`src/rtl/clock_phase_gen.sv`:
```
// Phase-aligned clock generator: NUM_CH channels divided by 2^sel from one shared counter.
// Optional per-channel gating is enabled with the CLOCK_PHASE_GEN_GATE_EN macro.
module clock_phase_gen #(
   parameter int NUM_CH = 4,
   parameter int CNT_W  = 4,
   parameter int SEL_W  = 3,
   parameter logic [NUM_CH*SEL_W-1:0] RESET_SEL = {3'd2, 3'd1, 3'd2, 3'd0},
   parameter logic [NUM_CH-1:0]       RESET_INV = 4'b0101,
   localparam int CH_W = (NUM_CH > 1) ? $clog2(NUM_CH) : 1
) (
   input  logic              clock,
   input  logic              reset,
`ifdef CLOCK_PHASE_GEN_GATE_EN
   input  logic [NUM_CH-1:0] gate_en,
`endif
   input  logic              cfg_valid,
   output logic              cfg_ready,
   input  logic [CH_W-1:0]   cfg_ch,
   input  logic [SEL_W-1:0]  cfg_sel,
   input  logic              cfg_inv,
   output logic [NUM_CH-1:0] clk_out,
   output logic [NUM_CH-1:0] tick,
   output logic              wrap,
   output logic [CNT_W-1:0]  cnt
);

   logic [CNT_W-1:0]              r_cnt;
   logic [NUM_CH-1:0][SEL_W-1:0]  r_sel;
   logic [NUM_CH-1:0]             r_inv;
   logic [NUM_CH-1:0]             r_clk;
   logic                          r_pending;
   logic                          r_ready;
   logic [CH_W-1:0]               r_pCh;
   logic [SEL_W-1:0]              r_pSel;
   logic                          r_pInv;

   logic [CNT_W-1:0]              w_nextCnt;
   logic [NUM_CH-1:0][SEL_W-1:0]  w_nextSel;
   logic [NUM_CH-1:0]             w_nextInv;
   logic [NUM_CH-1:0]             w_clkNext;
   logic [NUM_CH-1:0]             w_gateCur;
   logic [NUM_CH-1:0]             w_gateNext;
   logic [SEL_W-1:0]              w_cfgSelClamp;
   logic                          w_wrap;
   logic                          w_apply;

   assign w_wrap        = &r_cnt;
   assign w_apply       = r_pending & w_wrap;
   assign w_nextCnt     = r_cnt + CNT_W'(1);
   assign w_cfgSelClamp = (cfg_sel > SEL_W'(CNT_W)) ? SEL_W'(CNT_W) : cfg_sel;

`ifdef CLOCK_PHASE_GEN_GATE_EN
   logic [NUM_CH-1:0] r_gate;

   // Gate state only changes at the common wrap, so no phase is ever cut short.
   always_ff @(posedge clock or negedge reset) begin
      if (!reset)
         r_gate <= '1;
      else if (w_wrap)
         r_gate <= gate_en;
   end

   assign w_gateCur  = r_gate;
   assign w_gateNext = w_wrap ? gate_en : r_gate;
`else
   assign w_gateCur  = '1;
   assign w_gateNext = '1;
`endif

   // Next-cycle channel settings and registered clock values; out-of-range channels match no slot.
   always_comb begin
      w_nextSel = r_sel;
      w_nextInv = r_inv;
      w_clkNext = '0;
      tick      = '0;
      for (int i = 0; i < NUM_CH; i++) begin
         if (w_apply && (r_pCh == CH_W'(i))) begin
            w_nextSel[i] = r_pSel;
            w_nextInv[i] = r_pInv;
         end
         w_clkNext[i] = w_nextInv[i];
         for (int k = 1; k <= CNT_W; k++) begin
            if (w_nextSel[i] == SEL_W'(k))
               w_clkNext[i] = w_nextCnt[k-1] ^ w_nextInv[i];
         end
         if (!w_gateNext[i])
            w_clkNext[i] = w_nextInv[i];
         if (r_sel[i] == '0)
            tick[i] = w_gateNext[i] & reset;
         else
            tick[i] = ~r_clk[i] & w_clkNext[i] & reset;
      end
   end

   // Undivided channels bypass the register and follow the source clock directly.
   always_comb begin
      clk_out = r_clk;
      for (int i = 0; i < NUM_CH; i++) begin
         if (r_sel[i] == '0)
            clk_out[i] = w_gateCur[i] ? (clock ^ r_inv[i]) : r_inv[i];
      end
   end

   always_ff @(posedge clock or negedge reset) begin
      if (!reset) begin
         r_cnt     <= '0;
         r_sel     <= RESET_SEL;
         r_inv     <= RESET_INV;
         r_clk     <= RESET_INV;
         r_pending <= 1'b0;
         r_ready   <= 1'b0;
         r_pCh     <= '0;
         r_pSel    <= '0;
         r_pInv    <= 1'b0;
      end else begin
         r_cnt <= w_nextCnt;
         r_sel <= w_nextSel;
         r_inv <= w_nextInv;
         r_clk <= w_clkNext;
         if (w_apply) begin
            r_pending <= 1'b0;
            r_ready   <= 1'b1;
         end else if (cfg_valid && r_ready) begin
            r_pending <= 1'b1;
            r_ready   <= 1'b0;
            r_pCh     <= cfg_ch;
            r_pSel    <= w_cfgSelClamp;
            r_pInv    <= cfg_inv;
         end else if (!r_pending) begin
            r_ready <= 1'b1;
         end
      end
   end

   assign cfg_ready = r_ready;
   assign wrap      = w_wrap;
   assign cnt       = r_cnt;

endmodule

```
`config.mk`:
```
export PLATFORM = sky130hd
export DESIGN_NAME = clock_phase_gen
export DESIGN_NICKNAME = d
export VERILOG_FILES = /design/src/rtl/clock_phase_gen.sv
export SDC_FILE = /design/constraint.sdc
export NUM_CORES = 1
export LEC_CHECK = 0
export CAP_MARGIN = 20
export CORE_UTILIZATION = 45
export CTS_BUF_LIST = sky130_fd_sc_hd__clkbuf_16
export DETAILED_ROUTE_END_ITERATION = 8
export PLACE_DENSITY = 0.75
export SYNTH_ARGS = -nofsm -noshare
export SYNTH_HDL_FRONTEND = slang
export SYNTH_SLANG_ARGS = --single-unit
```
`constraint.sdc`:
```
create_clock -name clock -period 2.25 [get_ports clock]
set_input_delay 0.3375 -clock clock [delete_from_list [all_inputs] [get_ports clock]]
set_output_delay 0.3375 -clock clock [all_outputs]
set_load 0.05 [all_outputs]
```
After elaboration in Yosys (flattened, before gate mapping)
Index checks and enable logic that the tools add are counted.

word-level totals
  word-level logic and storage cells = 119
  flip-flop bits (word level) = 32
  output and inout bits = 14
  input port bits = 9

operators by class
  bitwise logic cells = 34
  muxes and demuxes = 38
  reductions and logical operators = 13
  equality and inequality tests = 20
  magnitude comparators = 1
  add/sub/neg operators = 1

operators by type and width
  operator                                             number
  2-to-1 mux 1 bit                                     33
  equality test 3 x 2 -> 1 bit, second input constant  8
  XOR 1 bit                                            20
  2-to-1 mux 3 bit                                     5
  equality test 3 x 1 -> 1 bit, second input constant  4
  equality test 3 bit, second input constant           4
  zero test 3 bit                                      4
  bitwise AND 1 bit                                    9
  logical AND 1 bit                                    5
  NOT 1 bit                                            5
  adder 4 x 1 -> 4 bit, second input constant          1
  equality test 2 bit, second input constant           2
  AND reduction 4 bit                                  1
  > comparator 3 bit, second input constant            1
  != test 3 x 1 -> 1 bit, second input constant        1
  equality test 2 x 1 -> 1 bit, second input constant  1
  zero test 2 bit                                      1
  AND reduction 2 bit                                  1
  nonzero test 2 bit                                   1

Depth between registers and ports, before layout
Gate-level depths: netlist of the first run.

  depth in word-level cells = 12
  gate-level depth with buffers = 8
  gate-level depth less buffers = 8

==> results of run 1 <==
metrics by stage:
stage | cells | setup WS [ns]
floorplan | 192 | -0.5466
CTS | 312 | -0.6086
global placement | 297 | -0.2427
detailed placement | 297 | -0.2425
finish | 315 | -0.6640
global route | 315 | -0.7451
timing repair:
action                                 in CTS  in global routing
endpoints found under the hold margin       2                  0
setup endpoints to repair                   8                  6
pin swaps                                  10                  9
buffers inserted                            2                  3
resized for setup                          37                 15
hold buffers                                1                  0
cell usage in the layout, fill, tap and decap left out, types with 3 or more instances in the layout:
cell type	Yosys	routed
buf_4	0	46
dfrtp_1	25	21
nand2_1	17	16
nor2_1	14	12
clkdlybuf4s50_1	0	12
inv_1	11	11
xnor2_1	9	9
clkbuf_16	0	9
nand3_1	8	8
mux2_2	10	8
dfstp_2	7	7
a21oi_2	0	6
o21ai_0	10	5
mux2i_1	7	5
o211ai_1	5	5
nor3_1	6	5
o21ai_2	0	4
dfrtp_2	0	4
buf_12	0	4
nand2b_1	3	3
nor2_4	1	3
and3_1	3	3
power breakdown:
part / total (mW) / internal [mW] / switching [mW]
clock: 1.80 / 0.962 / 0.833
sequential: 1.06 / 0.818 / 0.245
combinational: 1.69 / 0.870 / 0.816
path summary, 6_finish.rpt:
path,start,slack [ns],cells past startpoint,to
max in group asynchronous,reset,1.65,2,r_inv[1]$_DFF_PN0_
min reg2reg,cfg_ready$_DFFE_PN0P_,0.57,2,cfg_ready$_DFFE_PN0P_
min,reset,0.05,2,r_sel[11]$_DFF_PN0_
min in group clock,cfg_sel[0],0.51,3,r_pSel[0]$_DFFE_PN0P_
max,cnt[1]$_DFF_PN0_,-0.66,8,tick[3]
max reg2reg,cnt[1]$_DFF_PN0_,0.18,9,r_clk[2]$_DFF_PN1_
state kept, by name, summed over array words and instances, names as in the netlist:
name and flops:
r_clk 4, cnt 4, r_inv 4, r_pCh 2, r_sel 12, cfg_ready 1
r_pInv 1, r_pSel 3, r_pending 1
cells by family after synthesis:
group                    after synthesis
AO/OA/AOI/OAI                         42
XOR/XNOR                              10
adder cells (fa/ha/maj)                1
buffers and inverters                 17
flip-flops                            32
multiplexers                          17
AND/OR/NAND/NOR                       73
layer usage:
metal / vias up / wire length (um)
met1: 846 / 2305
met2: 47 / 2477
met5: - / 0
li1: 842 / -
met4: 0 / 94
met3: 13 / 220
synthesized netlist by cell type (2+ instances only):
cell,number,share of area [%]
a211oi_1,2,0.82
nand2b_1,3,1.0
and2_1,2,0.68
a21o_1,2,0.82
nor2b_1,2,0.68
nand3_1,8,2.2
nand2_1,17,3.5
nor3b_1,2,0.82
nand3b_1,2,0.82
o22ai_1,2,0.68
mux2i_1,7,3.8
clkbuf_1,6,1.2
a21oi_1,8,2.2
dfrtp_1,25,34
nor2_1,14,2.9
inv_1,11,2.2
nor4_1,3,1.0
and4b_1,2,1.1
dfstp_2,7,10
mux2_2,10,6.1
nor3_1,6,1.6
o21ai_0,10,2.7
and3_1,3,1.0
o211ai_1,5,2.0
xnor2_1,9,4.3
worst reg2reg max path: stages, from the launching register on:
cell     delay (ns)
dfrtp_2        0.38
ha_4           0.18
buf_6          0.11
nand4_4        0.16
nor2_4         0.25
mux2i_4        0.29
mux2i_1        0.27
o21a_1         0.16
buf_4          0.11
xnor2_1        0.10
cell type report:
cell class	count	area, um2
tap	48	60.06
sequential	32	814.5
clock buffer	13	255.2
inverter	11	41.29
multi-input combinational	143	1155
fill	251	875.8
clock inverter	3	13.76
timing repair buffer	65	583.1
==> out/qor.yml, run 1 <==
global_route:
  grt_use_total_pct: 27.12
  grt_overflow: 0
  grt_pass1_vias: 1800
  grt_util_met2_pct: 41.07
  busiest_layer: "met2"
  antenna_found_initial: 0
  grt_pass1_wl_mm: 8.286
  grt_max_degree: 19
  gr-usage-met1_pct: 31.49
  met3_usage_pct: 10.17
detailed_routing:
  first_pass_iters: 4
  drtAntennaViolNets: 0
  drt_iter0_drc: 98
  num_vias: 1748
  wirelength_mm: 5.097
  drc_errors: 0
  wl_per_cell_um: 16.18
  vias_per_cell: 5.549
worst_setup_path:
  path_class: "reg2out"
  crit_required_ns: 1.91
  critPathMaxStageDelay_ns: 0.38
  crit_path_end_kind: "output port"
  crit_path_top_delay_cell: "dfrtp_2"
  path_delay_family: "compound AO/OA/AOI/OAI gates"
  crit_fanout: 7
  cp.buffers_inverters: 2
  worst_setup_path_start_kind: "flop"
  worstPathArrival_ns: 2.58
  path_cells: "ha_4 -> buf_6 -> nand4_4 -> o21ai_1 -> o221ai_2 -> or3_4 -> a221o_2 -> buf_8"
yosys:
  ys_seq_area_share_pct: 44.04
  synth_simple_gate_area_share_pct: 21.51
  synth-async-reset-ratio_pct: 100.0
  synth_fa_ha_area_share_pct: 0.6807
  syn-instance-count: 192
  synthesis.nets: 202
  synth_area_um2: 1838
  synth-edff-count: 0
  synth.mux.area_fraction_pct: 9.939
  avgSynthCellArea_um2: 9.573
  synth_top_flop_cell: "dfrtp_1"
  ys_types: 49
  synth-compound-area-share_pct: 15.59
  ys_seq_elements: 32
  synthXorXnorAreaFrac_pct: 4.765
  synth_top_family_by_area: "simple AND/OR/NAND/NOR gates"
  ys_warn_count: 0
sta:
  slew_viol_final: 0
  worst_slew_pin_slew_ns: 0.4955
  whs_ns: 0.04647
  fin_tns_setup_ns: -2.353
  finalHoldViolations: 0
  clock_skew_ns: 0.001968
  grt_setup_unrepaired: "true"
  slew-limit-headroom_pct: 66.87
  setup_viol: 4
  finalCritPeriodShare_pct: 129.5
  period_needed_ns: 2.914
  fmax_ghz: 0.3432
  fin_ws_ns: -0.6640
floorplanning:
  initial_utilization_pct: 48.39
  rows: 22
  ios: 23
  die_w_um: 65.91
  core_um2: 3799
  die_area_um2: 4344
  die_y_um: 65.91
status:
  failed_checks: "negative setup slack"
  status: "complete, but fails checks"
final_layout:
  final_area_um2: 2923
  layout-drive-gt1-share_pct: 45.69
  diodes: 0
  finish.utilization_pct: 76.94
  area_delta_synth_final_pct: 59.02
  nNetsFinal: 276
flow_run:
  cap_violations: 0
power:
  leakage_nw: 1.309
  finalPower_mw: 4.545
  vdd_drop_max_uv: 1590
  powerDensity_nw_per_um2: 1555
placed_design:
  dpl_cell_area_um2: 2526
  post-dp-hpwl_mm: 3.329
  io_buffers: 22
  gp_congestion: 0.8448
clock_network:
  clk_latency_ns: 0.39
  path_clk_slew_ns: 0.05
  cts_tree: "done"
worst_hold_path:
  hp-class: "in2async"
(Power assumes the default switching activity.)
==> inputs of run 2 (changes only) <==
--- a/config.mk
+++ b/config.mk
@@ -6,6 +6,7 @@
 export NUM_CORES = 1
 export LEC_CHECK = 0
 export CAP_MARGIN = 20
+export CORE_MARGIN = 2
 export CORE_UTILIZATION = 45
 export CTS_BUF_LIST = sky130_fd_sc_hd__clkbuf_16
 export DETAILED_ROUTE_END_ITERATION = 8
==> out/qor.yml, run 2 (synthesis gave the netlist of run 1 again) <==
status:
  status: "complete, but fails checks"
  failed_checks: "negative setup slack"
worst_setup_path:
  crit_required_ns: 1.91  # about the same
  ff2ff_path_depth: 9  # unchanged
  crit_path_end_kind: "output port"
  path_class: "reg2out"
  regToRegEndpoint: "r_clk[3]$_DFF_PN0_"
  r2r_slack_ns: 0.23  # +0.05 ns
  crit_fanout: 6  # -1
  worst_setup_path_start_kind: "flop"
  worstPathArrival_ns: 2.44  # -0.14 ns
  r2r_start: "cnt[1]$_DFF_PN0_"
sta:
  worst_slew_pin_slew_ns: 0.4921  # -0.003387 ns
  fin_ws_ns: -0.5289  # +0.1351 ns
  setup_viol: 4  # unchanged
  clock_skew_ns: 0.007876  # +0.005909 ns
  whs_ns: 0.1159  # +0.06942 ns
  grt_setup_unrepaired: "true"
  period_needed_ns: 2.779  # -0.1351 ns
  finalCritPeriodShare_pct: 123.5  # -6.0 points
  slew-limit-headroom_pct: 67.09  # +0.23 points
  finalHoldViolations: 0  # unchanged
  slew_viol_final: 0  # unchanged
  fmax_ghz: 0.3599  # +4.9%
final_layout:
  diodes: 0  # unchanged
  area_delta_synth_final_pct: 60.18
  largest_register_ffs: 12  # unchanged
  layout_commonest_cell: "buf_4"
  top_register: "r_sel"
  seqCellArea_um2: 814.5  # unchanged
  nNetsFinal: 272  # -1.4%
  instances_no_fill: 313  # -0.63%
  layout_common_cells: "buf_4 (44), dfrtp_1 (21), nand2_1 (16), nor2_1 (13)"
  n_fill_cell: 289  # +15%
  multiInputGateArea_um2: 1196  # +3.6%
  layout-drive-gt1-share_pct: 44.87  # -0.83 points
placed_design:
  place_inst: 297  # unchanged
  io_buffers: 22  # unchanged
  gp_congestion: 0.8961  # +6.1%
  post-dp-hpwl_mm: 3.298  # -0.91%
floorplanning:
  die_y_um: 67.91  # +3.0%
  rows: 23  # +4.5%
  ios: 23  # unchanged
  initial_utilization_pct: 46.28  # -2.1 points
  die_area_um2: 4612  # +6.2%
  core_um2: 3971  # +4.5%
  die_w_um: 67.91  # +3.0%
detailed_routing:
  drtAntennaViolNets: 0  # unchanged
  wirelength_mm: 5.059  # -0.75%
  drt_iter0_drc: 108  # +10%
  num_vias: 1796  # +2.7%
  wl_per_cell_um: 16.16  # -0.11%
  vias_per_cell: 5.738  # +3.4%
  first_pass_iters: 4  # unchanged
  drc_errors: 0  # unchanged
global_route:
  grt_overflow: 0  # unchanged
  grt_pass1_vias: 1819  # +1.1%
  grt_use_total_pct: 24.19  # -2.9 points
  grt_max_degree: 20  # +1
  grt_pass1_wl_mm: 7.983  # -3.7%
  antenna_found_initial: 0  # unchanged
worst_hold_path:
  hp-class: "in2async"
power:
  powerDensity_nw_per_um2: 1597  # +2.7%
  leakage_nw: 1.323  # +1.0%
  vdd_drop_max_uv: 1231  # -23%
clock_network:
  cts_tree: "done"
  path_clk_slew_ns: 0.05  # about the same
  clk_latency_ns: 0.39  # about the same
flow_run:
  cap_violations: 0  # unchanged
-- run 2: layer usage --
metal | routed length [um] | global-route usage, % | up-vias
met3 | 321 | 7.401 | 13
li1 | - | - | 837
met2 | 2703 | 41.42 | 70
met5 | 0 | 0 | -
met1 | 1928 | 26.65 | 876
met4 | 106 | 13.50 | 0
-- run 2: how the worst max path moves through the flow --
stage | from | cells after the start | to | slack [ns]
detailed placement | clock | 3 | clk_out[1] | -0.24
global placement | clock | 3 | clk_out[2] | -0.24
floorplan | cnt[0]$_DFF_PN0_ | 7 | tick[2] | -0.55
global route | cnt[1]$_DFF_PN0_ | 9 | tick[1] | -0.63
CTS | cnt[0]$_DFF_PN0_ | 8 | tick[3] | -0.56
finish | cnt[1]$_DFF_PN0_ | 8 | tick[0] | -0.53
-- run 2: final cells by class --
cell class	instances	share of cell area [%]
flip-flops and latches	32	27.67
well taps	50	2.125
clock buffers	13	8.670
clock inverters	3	1.317
inverters	11	1.402
repair buffers	61	18.19
multi-input cells	143	40.63
-- run 2: repair_timing --
action / in CTS / in global routing
buffers inserted: 2 / 0
hold buffers: 2 / 0
resized for setup: 37 / 17
setup endpoints to repair: 8 / 6
pin swaps: 8 / 7
endpoints found under the hold margin: 5 / 0
-- run 2: report_power, final --
part           total, mW  internal [mW]  switching, mW
Clock               1.90           1.08          0.825
Sequential          1.06          0.818          0.238
Combinational       1.74          0.896          0.849
Total               4.70           2.79           1.91
-- run 2: through the flow --
stage	TNS, ns	util (%)	setup slack (ns)	power, mW	cell area, um2
5_1_grt	-2.462	74.13	-0.6270	4.967	2944
3_5_place_dp	-1.550	62.98	-0.2426	3.351	2501
2_1_floorplan	-1.451	-	-0.5466	2.554	1928
3_3_place_gp	-1.443	62.98	-0.2425	3.320	2501
4_1_cts	-2.111	72.09	-0.5554	4.601	2863
6_report	-2.062	74.13	-0.5289	4.702	2944
-- run 2: worst max-delay path, stage by stage (launching register included) --
cell       delay (ns)
dfrtp_2          0.38
ha_4             0.19
nand4b_1         0.19
nor2_4           0.19
mux2_4           0.34
a2bb2oi_4        0.15
and4b_1          0.19
a211o_4          0.27
buf_12           0.15
==> inputs of run 3 (changes only) <==
--- a/config.mk
+++ b/config.mk
@@ -10,7 +10,7 @@
 export CORE_UTILIZATION = 45
 export CTS_BUF_LIST = sky130_fd_sc_hd__clkbuf_16
 export DETAILED_ROUTE_END_ITERATION = 8
-export PLACE_DENSITY = 0.75
+export PLACE_DENSITY = 0.69
 export SYNTH_ARGS = -nofsm -noshare
 export SYNTH_HDL_FRONTEND = slang
 export SYNTH_SLANG_ARGS = --single-unit
==> out/qor.yml, run 3 (synthesis gave the netlist of run 1 again) <==
status:
  status: "complete, but fails checks"
  failed_checks: "negative setup slack"
placed_design:
  io_buffers: 22  # unchanged
  dpl_cell_area_um2: 2439  # -2.5%
  place_inst: 287  # -3.4%
  post-dp-hpwl_mm: 3.343  # +1.4%
  gp_congestion: 0.9010  # +0.55%
detailed_routing:
  vias_per_cell: 5.792  # +0.94%
  first_pass_iters: 4  # unchanged
  wl_per_cell_um: 16.77  # +3.7%
  drt_iter0_drc: 119  # +10%
  num_vias: 1755  # -2.3%
  drc_errors: 0  # unchanged
  wirelength_mm: 5.081  # +0.43%
  drtAntennaViolNets: 0  # unchanged
final_layout:
  nNetsFinal: 262  # -3.7%
  n_fill_cell: 295  # +2.1%
  finish.utilization_pct: 70.92  # -3.2 points
  diodes: 0  # unchanged
  layout_commonest_cell: "buf_4"
  multiInputGateArea_um2: 1151  # -3.8%
  area_delta_synth_final_pct: 53.23
  top_register: "r_sel"
  layout-drive-gt1-share_pct: 40.71  # -4.2 points
  seqCellArea_um2: 814.5  # unchanged
  largest_register_ffs: 12  # unchanged
  instances_no_fill: 303  # -3.2%
  final_area_um2: 2816  # -4.3%
  layout_common_cells: "buf_4 (35), dfrtp_1 (21), nand2_1 (16), inv_1 (14), nor2_1 (13)"
worst_setup_path:
  crit_required_ns: 1.91  # about the same
  path_depth: 8  # unchanged
  cp.buffers_inverters: 1  # unchanged
  endpoint: "tick[0]"
  crit_path_end_kind: "output port"
  critPathMaxStageDelay_ns: 0.38  # about the same
  regToRegEndpoint: "r_clk[2]$_DFF_PN1_"
  crit_fanout: 6  # unchanged
  path_cells: "ha_4 -> nand4b_1 -> nor2_4 -> mux2_4 -> a2bb2oi_4 -> and4b_1 -> a211o_4 -> buf_12"
  path_class: "reg2out"
  worstPathArrival_ns: 2.48  # +0.04 ns
  r2r_start: "cnt[1]$_DFF_PN0_"
  startpoint: "cnt[1]$_DFF_PN0_"
  crit_path_top_delay_cell: "dfrtp_2"
  ff2ff_path_depth: 8  # -1
  worst_setup_path_start_kind: "flop"
  r2r_slack_ns: 0.29  # +0.06 ns
  path_delay_family: "simple AND/OR/NAND/NOR gates"
global_route:
  grt_max_degree: 26  # +30%
  grt_overflow: 0  # unchanged
  antenna_found_initial: 0  # unchanged
  grt_use_total_pct: 25.96  # +1.8 points
  grt_pass1_vias: 1808  # -0.60%
  grt_pass1_wl_mm: 8.397  # +5.2%
sta:
  setup_viol: 4  # unchanged
  finalHoldViolations: 0  # unchanged
  whs_ns: 0.06109  # -0.05481 ns
  fin_ws_ns: -0.5665  # -0.03752 ns
  finalCritPeriodShare_pct: 125.2  # +1.7 points
  slew_viol_final: 0  # unchanged
  period_needed_ns: 2.816  # +0.03752 ns
  clock_skew_ns: 0.004708  # -0.003168 ns
  fmax_ghz: 0.3551  # -1.3%
  worst_slew_pin_slew_ns: 0.5097  # +0.01762 ns
  grt_setup_unrepaired: "true"
  slew-limit-headroom_pct: 65.91  # -1.2 points
power:
  leakage_nw: 1.259  # -4.8%
  vdd_drop_max_uv: 1017  # -17%
  finalPower_mw: 4.500  # -4.3%
  powerDensity_nw_per_um2: 1598  # about the same
flow_run:
  cap_violations: 0  # unchanged
floorplanning:
  die_w_um: 67.91  # unchanged
  initial_utilization_pct: 46.28  # unchanged
  rows: 23  # unchanged
  core_um2: 3971  # unchanged
  die_y_um: 67.91  # unchanged
  ios: 23  # unchanged
  die_area_um2: 4612  # unchanged
worst_hold_path:
  hp-class: "in2async"
clock_network:
  cts_tree: "done"
  path_clk_slew_ns: 0.05  # about the same
  clk_latency_ns: 0.39  # about the same
[run 3: cell types whose count changed in the layout (fill, tap and decap cells not counted), sizes merged]
| cell | delta |
|---|---|
| clkbuf | -2 |
| buf | -6 |
| dlygate4sd3 | -2 |
| inv | +2 |
| bufinv | -1 |
| clkinv | -1 |
[run 3: power by group]
part | leakage [nW] | switching, mW | internal (mW) | total [mW]
Clock | 0.161 | 0.832 | 0.965 | 1.80
Combinational | 0.713 | 0.808 | 0.833 | 1.64
Sequential | 0.385 | 0.243 | 0.819 | 1.06
Total | 1.26 | 1.88 | 2.62 | 4.50
[run 3: how the worst min path moves through the flow]
| stage | depth (start not counted) | start | slack [ns] | to |
|---|---|---|---|---|
| 5_1_grt | 2 | reset | 0.07 | r_sel[4]$_DFF_PN1_ |
| 3_3_place_gp | 2 | reset | 0.33 | r_clk[1]$_DFF_PN0_ |
| 2_1_floorplan | 0 | reset | 0.04 | cfg_ready$_DFFE_PN0P_ |
| 3_5_place_dp | 2 | reset | 0.33 | r_clk[1]$_DFF_PN0_ |
| 6_report | 3 | reset | 0.06 | r_sel[3]$_DFF_PN0_ |
| 4_1_cts | 2 | reset | 0.07 | r_sel[4]$_DFF_PN1_ |
[run 3: what timing repair did]
item,in CTS,in global routing
resized for setup,35,12
hold endpoints to repair,25,0
buffers inserted,1,2
setup endpoints to repair,8,4
pin swaps,4,2
hold buffers,1,0
[run 3: layout make-up]
class	instances	share of cell area [%]
Timing Repair Buffer	51	17.06
Clock buffer	13	9.063
Sequential cell	32	28.92
Multi-Input combinational cell	143	40.87
Inverter	11	1.466
Clock inverter	3	0.3998
Tap cell	50	2.221
[run 3: layer usage]
| layer | track usage [%] | wire, um |
|---|---|---|
| met1 | 28.74 | 1945 |
| met2 | 41.54 | 2649 |
| met3 | 8.882 | 319 |
| met4 | 18.75 | 167 |
| met5 | 0 | 0 |
[run 3: worst reg2reg max path: stages, from the launching register on]
cell	delay (ns)
dfrtp_2	0.38
ha_4	0.19
nand4_4	0.17
nor2_4	0.22
mux2i_4	0.28
mux2i_1	0.27
o21a_1	0.16
buf_4	0.11
xnor2_1	0.10
[run 3: through the flow]
stage	setup TNS [ns]	setup WS [ns]
floorplan	-1.451	-0.5466
global placement	-1.391	-0.2426
detailed placement	-1.571	-0.2425
CTS	-2.122	-0.5473
global route	-2.474	-0.6523
finish	-2.107	-0.5665
